File: src/rtl/guia_ram_pkg.sv
// guia_ram_pkg: shared FSM state type and address range helper for guia_ram
package guia_ram_pkg;

    typedef enum logic {
        CLEAR = 1'b0,
        IDLE  = 1'b1
    } state_t;

    function automatic logic addr_ok(input logic [31:0] addr, input logic [31:0] depth);
        return addr < depth;
    endfunction

endpackage

File: src/rtl/guia_ram_read_port.sv
// guia_ram_read_port: one registered read port with range check and write-first bypass
module guia_ram_read_port
    import guia_ram_pkg::*;
#(
    parameter int WIDTH       = 4,
    parameter int DEPTH       = 8,
    parameter int ADDR_W      = 3,
    parameter bit WRITE_FIRST = 1'b1
) (
    input  logic              clock,
    input  logic              reset,
    input  logic              en_i,
    input  logic [ADDR_W-1:0] addr_i,
    input  logic              we_i,
    input  logic [ADDR_W-1:0] wa_i,
    input  logic [WIDTH-1:0]  din_i,
    input  logic [WIDTH-1:0]  mem_i,
    output logic [WIDTH-1:0]  data_o,
    output logic              valid_o
);

    logic [WIDTH-1:0] data_q, data_d;
    logic             valid_q, valid_d;

    // out-of-range reads return zero; a colliding write wins only in write-first mode
    always_comb begin
        valid_d = en_i;
        data_d  = !en_i ? data_q
                : !addr_ok(32'(addr_i), 32'(DEPTH)) ? '0
                : (WRITE_FIRST && we_i && wa_i == addr_i) ? din_i
                : mem_i;
    end

    // output register; data holds whenever no read is issued
    always_ff @(posedge clock) begin
        if (reset) begin
            data_q  <= '0;
            valid_q <= 1'b0;
        end else begin
            data_q  <= data_d;
            valid_q <= valid_d;
        end
    end

    assign data_o  = data_q;
    assign valid_o = valid_q;

endmodule

File: src/rtl/guia_ram.sv
// guia_ram: register-file RAM with two registered read ports and a self-sequenced clear sweep
module guia_ram
    import guia_ram_pkg::*;
#(
    parameter int   WIDTH       = 4,
    parameter int   DEPTH       = 8,
    parameter bit   WRITE_FIRST = 1'b1,
    localparam int  ADDR_W      = $clog2(DEPTH)
) (
    input  logic              clock,
    input  logic              reset,
    input  logic              clear,
    input  logic              write_enable,
    input  logic [ADDR_W-1:0] write_address,
    input  logic [WIDTH-1:0]  data_in,
    input  logic              read_enable_a,
    input  logic [ADDR_W-1:0] read_address_a,
    input  logic              read_enable_b,
    input  logic [ADDR_W-1:0] read_address_b,
    output logic [WIDTH-1:0]  data_out_a,
    output logic [WIDTH-1:0]  data_out_b,
    output logic              valid_a,
    output logic              valid_b,
    output logic              busy
);

    logic [WIDTH-1:0]  mem_q [DEPTH];
    state_t            state_q, state_d;
    logic [ADDR_W-1:0] ptr_q, ptr_d;
    logic              idle, we_eff;
    logic [WIDTH-1:0]  mem_a, mem_b;

    // state and sweep pointer; reset restarts the sweep from entry 0
    always_ff @(posedge clock) begin
        if (reset) begin
            state_q <= CLEAR;
            ptr_q   <= '0;
        end else begin
            state_q <= state_d;
            ptr_q   <= ptr_d;
        end
    end

    // sweep advances one entry per cycle; clear is only honoured from IDLE
    always_comb begin
        state_d = state_q;
        ptr_d   = ptr_q;
        if (state_q == CLEAR) begin
            state_d = (ptr_q == ADDR_W'(DEPTH - 1)) ? IDLE : CLEAR;
            ptr_d   = (ptr_q == ADDR_W'(DEPTH - 1)) ? '0 : ptr_q + ADDR_W'(1);
        end else if (clear) begin
            state_d = CLEAR;
            ptr_d   = '0;
        end
    end

    // decoded controls; a clear request drops a write in the same cycle
    always_comb begin
        busy   = state_q == CLEAR;
        idle   = state_q == IDLE;
        we_eff = idle && write_enable && !clear && addr_ok(32'(write_address), 32'(DEPTH));
        mem_a  = addr_ok(32'(read_address_a), 32'(DEPTH)) ? mem_q[read_address_a] : '0;
        mem_b  = addr_ok(32'(read_address_b), 32'(DEPTH)) ? mem_q[read_address_b] : '0;
    end

    // storage has no reset; the sweep zeroes it instead
    always_ff @(posedge clock) begin
        if (state_q == CLEAR) begin
            mem_q[ptr_q] <= '0;
        end else if (we_eff) begin
            mem_q[write_address] <= data_in;
        end
    end

    guia_ram_read_port #(
        .WIDTH(WIDTH), .DEPTH(DEPTH), .ADDR_W(ADDR_W), .WRITE_FIRST(WRITE_FIRST)
    ) u_port_a (
        .clock(clock), .reset(reset), .en_i(read_enable_a && idle), .addr_i(read_address_a),
        .we_i(we_eff), .wa_i(write_address), .din_i(data_in), .mem_i(mem_a),
        .data_o(data_out_a), .valid_o(valid_a)
    );

    guia_ram_read_port #(
        .WIDTH(WIDTH), .DEPTH(DEPTH), .ADDR_W(ADDR_W), .WRITE_FIRST(WRITE_FIRST)
    ) u_port_b (
        .clock(clock), .reset(reset), .en_i(read_enable_b && idle), .addr_i(read_address_b),
        .we_i(we_eff), .wa_i(write_address), .din_i(data_in), .mem_i(mem_b),
        .data_o(data_out_b), .valid_o(valid_b)
    );

endmodule

File: config.mk
export PLATFORM = sky130hd
export DESIGN_NAME = guia_ram
export DESIGN_NICKNAME = d
export VERILOG_FILES = /design/src/rtl/guia_ram_pkg.sv /design/src/rtl/guia_ram_read_port.sv /design/src/rtl/guia_ram.sv
export SDC_FILE = /design/constraint.sdc
export NUM_CORES = 1
export LEC_CHECK = 0
export BUFFER_PORTS_ARGS = -buffer_cell sky130_fd_sc_hd__buf_2
export CELL_PAD_IN_SITES_DETAIL_PLACEMENT = 0
export CELL_PAD_IN_SITES_GLOBAL_PLACEMENT = 1
export CORE_ASPECT_RATIO = 1.25
export CORE_MARGIN = 4
export CORE_UTILIZATION = 30
export CTS_CLUSTER_SIZE = 12
export DETAILED_ROUTE_END_ITERATION = 7
export PLACE_DENSITY = 0.64
export SYNTH_ARGS = -nofsm -noshare
export SYNTH_HDL_FRONTEND = slang
export SYNTH_SLANG_ARGS = --single-unit
File: constraint.sdc
create_clock -name clock -period 2.8 [get_ports clock]
set_input_delay 0.84 -clock clock [delete_from_list [all_inputs] [get_ports clock]]
set_output_delay 0.84 -clock clock [all_outputs]
set_load 0.03 [all_outputs]
==> results.ini <==
[outcome]
status = completed

[global_routing]
antenna_found_initial = 0
overflow = 0
grt_pass1_vias = 1606
grt_use_total = 0.127
grt_max_degree = 19
grt_pass1_wl_um = 8810

[setup_path]
worstPathMaxFanout = 18
r2r_start = idle
r2r-end = u_port_a.data_o[0]
required_ps = 1960
r2r_cells = 5
end_kind = output port
cp-start-kind = flip-flop
arrival_ps = 1550
r2r_setup_slack_ps = 480
path_class = reg2out

[drt]
drt_iter0_markers = 78
num_vias = 1595
wl_per_cell_um = 18.9
viasPerCell = 5.33
drtAntennaViolNets = 0
routed_wl_um = 5650
first_pass_iters = 6
drcViolationCount = 0

[synthesis]
synth_seq_cells = 46
yosysUniqueCellTypes = 42
netlist_instances = 176
yosysWarnings = 0
synth-edff-count = 32
syn-num-nets = 197
async_reset_ff_frac = 0
synth_flop_cell = edfxtp_1
syn_area_sq_um = 2370
seq_area_frac_synth = 0.523
postSynthAreaPerCell_sq_um = 13.5

[clock_tree]
h-tree-depth = 2
clock_latency_ps = 310
cts_tree = done
cts_sinks = 46
numCtsBuffers = 5
path_clk_slew_ps = 90
cts_hold_buffers = 0
cts_setup_buffers = 0
clock_path_buffers = 2
cts-resized-gates = 0
cts_root_buffer = clkbuf_8

[sta]
grt_setup_unrepaired = false
fin_crit_sh = 0.853
finClkSkew_ps = 5.71
period_minus_slack_ps = 2390
slew_headroom = 0.595
hold_ws_ps = 456
slew_violations = 0
fmax_ghz = 0.418
setup_viol = 0
tightestPinTransition_ps = 606
tns_ps = 0
hold_viol = 0

[die]
die_area_sq_um = 9410
start_util = 0.307
dieHeight_um = 107
coreArea_sq_um = 7750
die_x_um = 87.6
rows = 36
ios = 30

[pwr]
power-per-cell-area_nw_per_um2 = 522
vdd_drop_max_v = 0.000163
power_mw = 1.41
p_leak_nw = 0.922

[placed_design]
dpl.hpwl_um = 4250
portBuffers = 29
gp_congestion = 0.727

[cells_and_area]
drive_gt1_frac = 0.304
fillers = 773
nNetsFinal = 224
area_growth_pct = 13.4
diodes = 0

[hold_path]
worstHoldStart = u_port_b.data_o[1]
hold_class = reg2reg
hold_end = u_port_b.data_o[1]
hold_path_depth = 2

[job]
cap_violations = 0

## metal layers
layer | up-vias | part of all wire | global-route usage
met1 | 790 | 0.40 | 0.144
met5 | - | 0 | 0
met3 | 7 | 0.038 | 0.0230
li1 | 759 | - | -
met2 | 39 | 0.55 | 0.234
met4 | 0 | 0.018 | 0.0461
## cell usage in the layout, fill, tap and decap left out, drive strengths merged, types with 5 or more instances in the layout
| cell type | n |
|---|---|
| edfxtp | 32 |
| nor2 | 12 |
| clkbuf | 5 |
| o21ai | 5 |
| nand2 | 8 |
| xnor2 | 6 |
| dfxtp | 14 |
| buf | 31 |
| mux4 | 16 |
| a31oi | 5 |
| a21oi | 7 |
| inv | 7 |
## report_power, final
part	internal, mW	total (mW)	leakage [nW]	switching, mW
clock	0.180	0.431	0.0447	0.251
sequential	0.753	0.775	0.385	0.0212
combinational	0.0901	0.200	0.493	0.110
total	1.02	1.41	0.922	0.382
## worst max path at each step
stage                               to   from  cells past startpoint  slack (ps)
global route        u_port_b.data_o[0]   idle                      6         300
floorplan           u_port_a.data_o[0]  clear                      5         530
finish                            busy   idle                      2         410
CTS                               busy   idle                      2         430
detailed placement  u_port_a.data_o[0]  clear                      6         220
global placement    u_port_a.data_o[1]  clear                      6         230
## final cells by class
cell class                 instances  area [sq um]  area share
clock buffer                       5          68.8      0.0256
sequential                        46          1240       0.461
multi-input combinational        113          1060       0.392
timing repair buffer              31           160      0.0595
tap                               95           119      0.0441
inverter                           6          22.5     0.00836
clock inverter                     3          25.0     0.00929
## synthesized netlist by cell type (2+ instances only)
library cell  count  area, sq um
mux4_2           16          360
inv_1             6         22.5
clkbuf_1          6         22.5
xnor2_1           5         43.8
a31oi_1           5         31.3
o31ai_1           4         30.0
nor2b_1           4         25.0
or4_1             4         30.0
nor2_1           12         45.0
and2_1            4         25.0
nand3_1           2         10.0
and3_1            2         12.5
nand2_1           8         30.0
edfxtp_1         32          961
dfxtp_1          14          280
a21oi_1           5         25.0
o21ai_0           4         20.0
nor3_1            4         20.0
and4b_4           2         27.5
a221oi_1          4         35.0
ha_1              2         25.0
a211oi_1          2         15.0
mux2i_1           4         40.0
o41ai_1           4         35.0
a32o_1            4         40.0
## through the flow
step                 util  instances  worst slack [ps]  cell area [sq um]
finish              0.348        299               410               2690
global route        0.348        299               300               2690
CTS                 0.348        299               426               2690
detailed placement  0.335        291               222               2600
global placement    0.335        291               227               2600
floorplan               -        176               533               2370
## cell families after synthesis
logic type	Yosys count	synth area share
buffers and inverters	17	0.0327
AND/OR/NAND/NOR	44	0.107
adder cells (fa/ha/maj)	2	0.0105
XOR/XNOR	7	0.0290
multiplexers	20	0.169
flip-flops	46	0.523
AO/OA/AOI/OAI	40	0.130
## critical path, stage by stage (launching register included)
cell	delay (ps)
dfxtp_1	720
inv_1	270
buf_2	250
## sequential cells by signal, indices dropped and copies added (netlist names)
name and flops:
mem_q 32, u_port_a.valid_o 1, idle 1, ptr_q 3
u_port_a.data_o 4, u_port_b.data_o 4, u_port_b.valid_o 1
No activity file was read; power rests on OpenSTA's default activity.
